**src/rtl/pop_arbiter_rr_if.sv**
```systemverilog
// Handshake bundle between the egress FIFOs, the pop arbiter and the downstream sink.
// The master modport is the arbiter's view; the slave modport is the FIFO/downstream side.
interface pop_arbiter_rr_if #(
  parameter int unsigned DATA_W = 6
);
  logic              enable;
  logic              empty0;
  logic              empty1;
  logic              empty2;
  logic              empty3;
  logic              empty4;
  logic [DATA_W-1:0] data_in0;
  logic [DATA_W-1:0] data_in1;
  logic [DATA_W-1:0] data_in2;
  logic [DATA_W-1:0] data_in3;
  logic [DATA_W-1:0] data_in4;
  logic              ds_full;
  logic              pop0;
  logic              pop1;
  logic              pop2;
  logic              pop3;
  logic              pop4;
  logic [DATA_W-1:0] data_out;
  logic              valid_out;
  logic [2:0]        grant_idx;
  logic              idle;

  modport master (
    input  enable, empty0, empty1, empty2, empty3, empty4,
    input  data_in0, data_in1, data_in2, data_in3, data_in4, ds_full,
    output pop0, pop1, pop2, pop3, pop4, data_out, valid_out, grant_idx, idle
  );

  modport slave (
    output enable, empty0, empty1, empty2, empty3, empty4,
    output data_in0, data_in1, data_in2, data_in3, data_in4, ds_full,
    input  pop0, pop1, pop2, pop3, pop4, data_out, valid_out, grant_idx, idle
  );
endinterface

```
**src/rtl/pop_arbiter_rr.sv**
```systemverilog
// Round-robin pop arbiter over five egress FIFOs with a fixed two-cycle read datapath.
// Define STRICT_PRIORITY_EN for fixed priority (FIFO 0 highest) instead of round-robin.
module pop_arbiter_rr #(
  parameter int unsigned DATA_W = 6,
  parameter int unsigned NUM_Q  = 5
) (
  input  logic             CLK,
  input  logic             reset,
  pop_arbiter_rr_if.master bus
);

  if (NUM_Q != 5) begin : g_num_q_check
    $error("pop_arbiter_rr: NUM_Q must be 5");
  end

  typedef enum logic [1:0] {StIdle, StActive, StStall} state_e;

  state_e            state_q;
  logic [2:0]        rr_ptr_q, rr_ptr_d;
  logic [2:0]        grant_idx_q, grant_idx_d;
  logic              inflight_q, inflight_d;
  logic [2:0]        sel_q, sel_d;
  logic              valid_q, valid_d;
  logic [DATA_W-1:0] data_q, data_d;

  logic [NUM_Q-1:0]  empty_v;
  logic [NUM_Q-1:0]  grant_v;
  logic [NUM_Q-1:0]  pop_v;
  logic [2:0]        gnt_idx;
  logic [3:0]        cand;
  logic              any_ready;
  logic              pop_any;
  logic              all_empty;
  logic [DATA_W-1:0] rd_word;

  assign empty_v   = {bus.empty4, bus.empty3, bus.empty2, bus.empty1, bus.empty0};
  assign all_empty = &empty_v;

  // Search upward from rr_ptr with wrap. In strict-priority builds rr_ptr stays 0,
  // so the same search degenerates to fixed priority.
  always_comb begin
    any_ready = 1'b0;
    gnt_idx   = '0;
    cand      = '0;
    for (int unsigned k = 0; k < NUM_Q; k++) begin
      cand = 4'(rr_ptr_q) + 4'(k);
      if (cand >= 4'(NUM_Q)) begin
        cand = cand - 4'(NUM_Q);
      end
      if (!any_ready && !empty_v[cand[2:0]]) begin
        any_ready = 1'b1;
        gnt_idx   = cand[2:0];
      end
    end
    grant_v = any_ready ? (NUM_Q'(1) << gnt_idx) : '0;
  end

  // ds_full and reset gate the pop combinationally, ahead of any state change.
  assign pop_any = (state_q == StActive) & any_ready & ~bus.ds_full & bus.enable & ~reset;
  assign pop_v   = pop_any ? grant_v : '0;

  assign bus.pop0 = pop_v[0];
  assign bus.pop1 = pop_v[1];
  assign bus.pop2 = pop_v[2];
  assign bus.pop3 = pop_v[3];
  assign bus.pop4 = pop_v[4];

  always_ff @(posedge CLK or posedge reset) begin
    if (reset) begin
      state_q <= StIdle;
    end else begin
      unique case (state_q)
        StIdle: begin
          if (bus.enable && !all_empty) state_q <= StActive;
        end
        StActive: begin
          if (bus.ds_full)                     state_q <= StStall;
          else if (!bus.enable || all_empty)   state_q <= StIdle;
        end
        StStall: begin
          if (!bus.enable)       state_q <= StIdle;
          else if (!bus.ds_full) state_q <= StActive;
        end
        default: state_q <= StIdle;
      endcase
    end
  end

  always_comb begin
    rd_word = bus.data_in0;
    unique case (sel_q)
      3'd0:    rd_word = bus.data_in0;
      3'd1:    rd_word = bus.data_in1;
      3'd2:    rd_word = bus.data_in2;
      3'd3:    rd_word = bus.data_in3;
      3'd4:    rd_word = bus.data_in4;
      default: rd_word = bus.data_in0;
    endcase
  end

  always_comb begin
    rr_ptr_d    = rr_ptr_q;
    grant_idx_d = grant_idx_q;
    if (pop_any) begin
      grant_idx_d = gnt_idx;
`ifdef STRICT_PRIORITY_EN
      rr_ptr_d    = '0;
`else
      rr_ptr_d    = (gnt_idx == 3'(NUM_Q - 1)) ? '0 : gnt_idx + 3'd1;
`endif
    end
    // Stage 1 remembers which FIFO was popped; its word appears on data_in a cycle later.
    inflight_d = pop_any;
    sel_d      = pop_any ? gnt_idx : sel_q;
    valid_d    = inflight_q;
    data_d     = inflight_q ? rd_word : data_q;
  end

  always_ff @(posedge CLK or posedge reset) begin
    if (reset) begin
      rr_ptr_q    <= '0;
      grant_idx_q <= '0;
      inflight_q  <= 1'b0;
      sel_q       <= '0;
      valid_q     <= 1'b0;
      data_q      <= '0;
    end else begin
      rr_ptr_q    <= rr_ptr_d;
      grant_idx_q <= grant_idx_d;
      inflight_q  <= inflight_d;
      sel_q       <= sel_d;
      valid_q     <= valid_d;
      data_q      <= data_d;
    end
  end

  assign bus.data_out  = data_q;
  assign bus.valid_out = valid_q;
  assign bus.grant_idx = grant_idx_q;
  assign bus.idle      = (state_q == StIdle) & ~inflight_q & ~valid_q;

endmodule

```
**src/flat_wrapper.sv**
```systemverilog
// flat-port wrapper written by rule: the top's interface ports become plain ports
module pop_arbiter_rr_flat 
#(
  parameter int unsigned DATA_W = 6,
  parameter int unsigned NUM_Q  = 5
)
  (CLK, reset, bus_enable, bus_empty0, bus_empty1, bus_empty2, bus_empty3, bus_empty4, bus_data_in0, bus_data_in1, bus_data_in2, bus_data_in3, bus_data_in4, bus_ds_full, bus_pop0, bus_pop1, bus_pop2, bus_pop3, bus_pop4, bus_data_out, bus_valid_out, bus_grant_idx, bus_idle);
  pop_arbiter_rr_if #(.DATA_W(DATA_W)) bus_i ();
  input  logic CLK;
  input  logic reset;
  input wire logic [$bits(bus_i.enable)-1:0] bus_enable;
  input wire logic [$bits(bus_i.empty0)-1:0] bus_empty0;
  input wire logic [$bits(bus_i.empty1)-1:0] bus_empty1;
  input wire logic [$bits(bus_i.empty2)-1:0] bus_empty2;
  input wire logic [$bits(bus_i.empty3)-1:0] bus_empty3;
  input wire logic [$bits(bus_i.empty4)-1:0] bus_empty4;
  input wire logic [$bits(bus_i.data_in0)-1:0] bus_data_in0;
  input wire logic [$bits(bus_i.data_in1)-1:0] bus_data_in1;
  input wire logic [$bits(bus_i.data_in2)-1:0] bus_data_in2;
  input wire logic [$bits(bus_i.data_in3)-1:0] bus_data_in3;
  input wire logic [$bits(bus_i.data_in4)-1:0] bus_data_in4;
  input wire logic [$bits(bus_i.ds_full)-1:0] bus_ds_full;
  output wire logic [$bits(bus_i.pop0)-1:0] bus_pop0;
  output wire logic [$bits(bus_i.pop1)-1:0] bus_pop1;
  output wire logic [$bits(bus_i.pop2)-1:0] bus_pop2;
  output wire logic [$bits(bus_i.pop3)-1:0] bus_pop3;
  output wire logic [$bits(bus_i.pop4)-1:0] bus_pop4;
  output wire logic [$bits(bus_i.data_out)-1:0] bus_data_out;
  output wire logic [$bits(bus_i.valid_out)-1:0] bus_valid_out;
  output wire logic [$bits(bus_i.grant_idx)-1:0] bus_grant_idx;
  output wire logic [$bits(bus_i.idle)-1:0] bus_idle;
  assign bus_i.enable = bus_enable;
  assign bus_i.empty0 = bus_empty0;
  assign bus_i.empty1 = bus_empty1;
  assign bus_i.empty2 = bus_empty2;
  assign bus_i.empty3 = bus_empty3;
  assign bus_i.empty4 = bus_empty4;
  assign bus_i.data_in0 = bus_data_in0;
  assign bus_i.data_in1 = bus_data_in1;
  assign bus_i.data_in2 = bus_data_in2;
  assign bus_i.data_in3 = bus_data_in3;
  assign bus_i.data_in4 = bus_data_in4;
  assign bus_i.ds_full = bus_ds_full;
  assign bus_pop0 = bus_i.pop0;
  assign bus_pop1 = bus_i.pop1;
  assign bus_pop2 = bus_i.pop2;
  assign bus_pop3 = bus_i.pop3;
  assign bus_pop4 = bus_i.pop4;
  assign bus_data_out = bus_i.data_out;
  assign bus_valid_out = bus_i.valid_out;
  assign bus_grant_idx = bus_i.grant_idx;
  assign bus_idle = bus_i.idle;
  pop_arbiter_rr #(.DATA_W(DATA_W), .NUM_Q(NUM_Q)) u_core (.CLK(CLK), .reset(reset), .bus(bus_i));
endmodule
```
**config.mk**
```make
export PLATFORM = sky130hd
export DESIGN_NAME = pop_arbiter_rr_flat
export DESIGN_NICKNAME = d
export VERILOG_FILES = /design/src/rtl/pop_arbiter_rr_if.sv /design/src/rtl/pop_arbiter_rr.sv /design/src/flat_wrapper.sv
export SDC_FILE = /design/constraint.sdc
export NUM_CORES = 1
export LEC_CHECK = 0
export CAP_MARGIN = 20
export CORE_ASPECT_RATIO = 0.8
export CORE_MARGIN = 4
export CORE_UTILIZATION = 54
export CTS_BUF_LIST = sky130_fd_sc_hd__clkbuf_4 sky130_fd_sc_hd__clkbuf_8 sky130_fd_sc_hd__clkbuf_16
export DETAILED_ROUTE_END_ITERATION = 8
export PLACE_DENSITY_LB_ADDON = 0.15
export SLEW_MARGIN = 10
export SYNTH_ARGS = -nofsm -noshare
export SYNTH_HDL_FRONTEND = slang
export SYNTH_SLANG_ARGS = --single-unit
```
**constraint.sdc**
```tcl
create_clock -name CLK -period 7.1 [get_ports CLK]
set_input_delay 1.42 -clock CLK [delete_from_list [all_inputs] [get_ports CLK]]
set_output_delay 1.42 -clock CLK [all_outputs]
set_load 0.02 [all_outputs]
```
==> flow_summary.yaml <==
setup_path:
  cp_max_fo: 10
  start_kind: "input pin"
  startpoint: "bus_empty3"
  rr_startpoint: "u_core.rr_ptr_q[2]"
  criticalPathCategory: "in -> out"
  cp_data_required_time_ns: 5.68
  reg2reg_slack_ns: 2.73
  ff2ff_path_depth: 13
  critPathCapture: "bus_pop3"
  r2r-end: "u_core.rr_ptr_q[2]"
  cp.arrival_ns: 5.06
  critPathCaptureType: "output pin"
logic_synthesis:
  ys.flop_type: "dfrtp_1"
  synthCells: 248
  netlist_area_um2: 2110
  synth-seq-cells: 16
  ys_seq_area_frac: 0.190
  avgSynthCellArea_um2: 8.51
  synth_edf_count: 0
  ys_warn_count: 0
  synthArstFlopShare: 1.00
  ys_types: 66
  syn-num-nets: 297
sta:
  skew_ns: 0.00486
  grt_setup_unrepaired: "no"
  worstMarginPinSlew_ns: 0.721
  finalCritPeriodShare: 0.913
  finalWorstPathRequiredPeriod_ns: 6.48
  drv_slew: 0
  tns_ns: 0
  fmax_mhz: 154
  setup_violations: 0
  finalHoldViolCount: 0
  slew_headroom: 0.513
grt:
  grt_util_met2: 0.413
  use_met3: 0.0606
  antenna_found_initial: 0
  grt-ovfl-total: 0
  grt_usage: 0.256
  grt_max_degree: 30
  use_met1: 0.352
  grt_pass1_vias: 2107
  gr-max-usage-layer: "met2"
  grt_pass1_wl_mm: 10.2
cells_and_area:
  multi_input_area_um2: 1600
  layout-drive-gt1-share: 0.121
  stdcell_count: 345
  layout.nets: 341
  final_util: 0.714
  antenna_cells: 0
  area.growth.synth_to_final_pct: 27.9
  fillerInstances: 324
  seqCellArea_um2: 400
floorplan:
  core_area_um2: 3780
  rows: 20
  dieArea_um2: 4980
  die_x_um: 77.9
  pin_count: 55
  dieHeight_um: 63.9
  start_util: 0.558
drt:
  ant_nets: 0
  drt_iter0_drc: 216
  vias_per_cell: 6.45
  firstDrtPassIters: 5
  routedWlPerCell_um: 18.4
  wirelength_mm: 6.35
  num_vias: 2224
  drc: 0
placed_design:
  place_inst: 342
  place_congestion: 0.914
  io_buffer_count: 54
  place_hpwl_mm: 4.85
worst_hold_path:
  worstHoldPathType: "reg -> reg"
clocking:
  clock_latency_ns: 0.25
  clock_sinks: 16
  post_cts_buffers: 0
  cts_tree: "yes"
  ctsHoldBuffers: 0
  cts_buffers: 3
  htreeDepth: 1
  clockBufferDepth: 2
  root_buffer: "clkbuf_8"
  path_clk_slew_ns: 0.07
  cts_resized: 0
power_and_ir_drop:
  p_leak_nw: 1.11
  power.density_nw_per_um2: 576
  ir_drop_v: 0.000423
run_status:
  status: "finished, final reports clean"
job:
  drv_cap: 0
## logic make-up (layout without fill, tap and decap cells)
| logic type | after synthesis | in the layout | share of synthesized area |
|---|---|---|---|
| xor+xnor | 3 | 3 | 0.0125 |
| fa+ha+maj | 10 | 10 | 0.0629 |
| compound gates | 75 | 75 | 0.267 |
| simple gates | 83 | 83 | 0.215 |
| buf+inv | 27 | 69 | 0.0540 |
| flops | 16 | 16 | 0.190 |
| mux | 34 | 34 | 0.199 |
## power by group
group / switching (mW) / internal [mW] / total, mW / leakage (nW)
clock: 0.0313 / 0.0376 / 0.0689 / 0.0216
sequential: 0.0726 / 0.125 / 0.197 / 0.195
combinational: 0.727 / 0.560 / 1.29 / 0.890
total: 0.831 / 0.722 / 1.55 / 1.11
## cells in the mapped netlist (all sizes together), types with 4 or more instances
cell type   n  area, um^2
nand2b      5        31.3
inv        10        37.5
or2         5        33.8
buf         9        46.3
a22oi       4        30.0
mux2       10         116
a21oi      16        80.1
mux2i      19         190
clkbuf      8        30.0
a221oi      5        50.0
nor2       24        92.6
dfrtp      16         400
a211oi      4        30.0
nor2b       8        50.1
o31ai       4        40.0
nand2      14        68.8
nor3        7        35.0
ha          9         113
mux4        5         113
o21ai       8        40.0
## layout make-up
| cell class | instances | area share |
|---|---|---|
| well taps | 55 | 0.0255 |
| multi-input cells | 205 | 0.591 |
| flip-flops and latches | 16 | 0.148 |
| repair buffers | 56 | 0.206 |
| inverters | 10 | 0.0139 |
| clock buffers | 3 | 0.0153 |
## stage by stage
stage	setup slack, ns	power (mW)	area [um^2]	hold slack (ns)
finish	0.620	1.55	2700	0.507
global route	0.487	1.68	2700	0.528
CTS	0.637	1.53	2700	0.508
detailed placement	0.653	1.45	2660	0.494
global placement	0.705	1.42	2660	0.488
floorplan	1.72	1.15	2110	0.352
## how the worst min path moves through the flow
stage | depth (start not counted) | slack (ns) | endpoint | from
5_1_grt | 1 | 0.53 | u_core.bus.data_out[5] | u_core.bus.data_out[5]
3_5_place_dp | 1 | 0.49 | u_core.bus.data_out[1] | u_core.bus.data_out[1]
2_1_floorplan | 0 | 0.35 | u_core.bus.valid_out | u_core.inflight_q
3_3_place_gp | 1 | 0.49 | u_core.bus.data_out[0] | u_core.bus.data_out[0]
6_report | 1 | 0.51 | u_core.bus.data_out[1] | u_core.bus.data_out[1]
4_1_cts | 1 | 0.51 | u_core.bus.data_out[1] | u_core.bus.data_out[1]
## registers in the layout, summed over array words and instances, names as in the netlist
| signal | flops |
|---|---|
| u_core.rr_ptr_q | 3 |
| u_core.bus.data_out | 6 |
| u_core.bus.grant_idx | 3 |
| u_core.bus.valid_out | 1 |
| u_core.state_q | 2 |
| u_core.inflight_q | 1 |
## worst max-delay path, stage by stage
cell             delay (ns)
clkdlybuf4s50_1        0.65
mux2i_1                0.17
mux4_2                 0.54
mux2_4                 0.29
or3_4                  0.40
o311a_1                0.31
o22ai_2                0.19
and2_1                 0.20
ha_1                   0.14
and3_1                 0.13
clkdlybuf4s50_1        0.61
## metal layers
layer  vias up  part of all wire
met5         -                 0
met4         0            0.0090
met3         8             0.092
met2       122              0.45
met1      1064              0.45
li1       1030                 -
## layout by cell type, fill, tap and decap left out, types with 3 or more instances in the layout
cell / netlist / routed
dfrtp_1: 16 / 16
a221oi_1: 4 / 4
and3_1: 3 / 3
nand2b_1: 5 / 5
mux2i_1: 19 / 19
inv_1: 8 / 8
a211oi_1: 4 / 4
xnor2_1: 3 / 3
nand2_1: 13 / 13
a31oi_1: 3 / 3
nor2b_1: 8 / 8
and2_1: 3 / 3
nor4_1: 3 / 3
nor3_1: 7 / 7
o21ai_0: 8 / 8
clkbuf_8: 0 / 3
a22oi_1: 4 / 4
nor2_1: 23 / 23
ha_1: 9 / 9
mux4_2: 5 / 5
mux2_2: 9 / 9
a21oi_1: 16 / 16
o211ai_1: 3 / 3
a21o_1: 3 / 3
a221o_1: 3 / 3
clkdlybuf4s50_1: 0 / 54
Power figures use the tool's default switching activity.
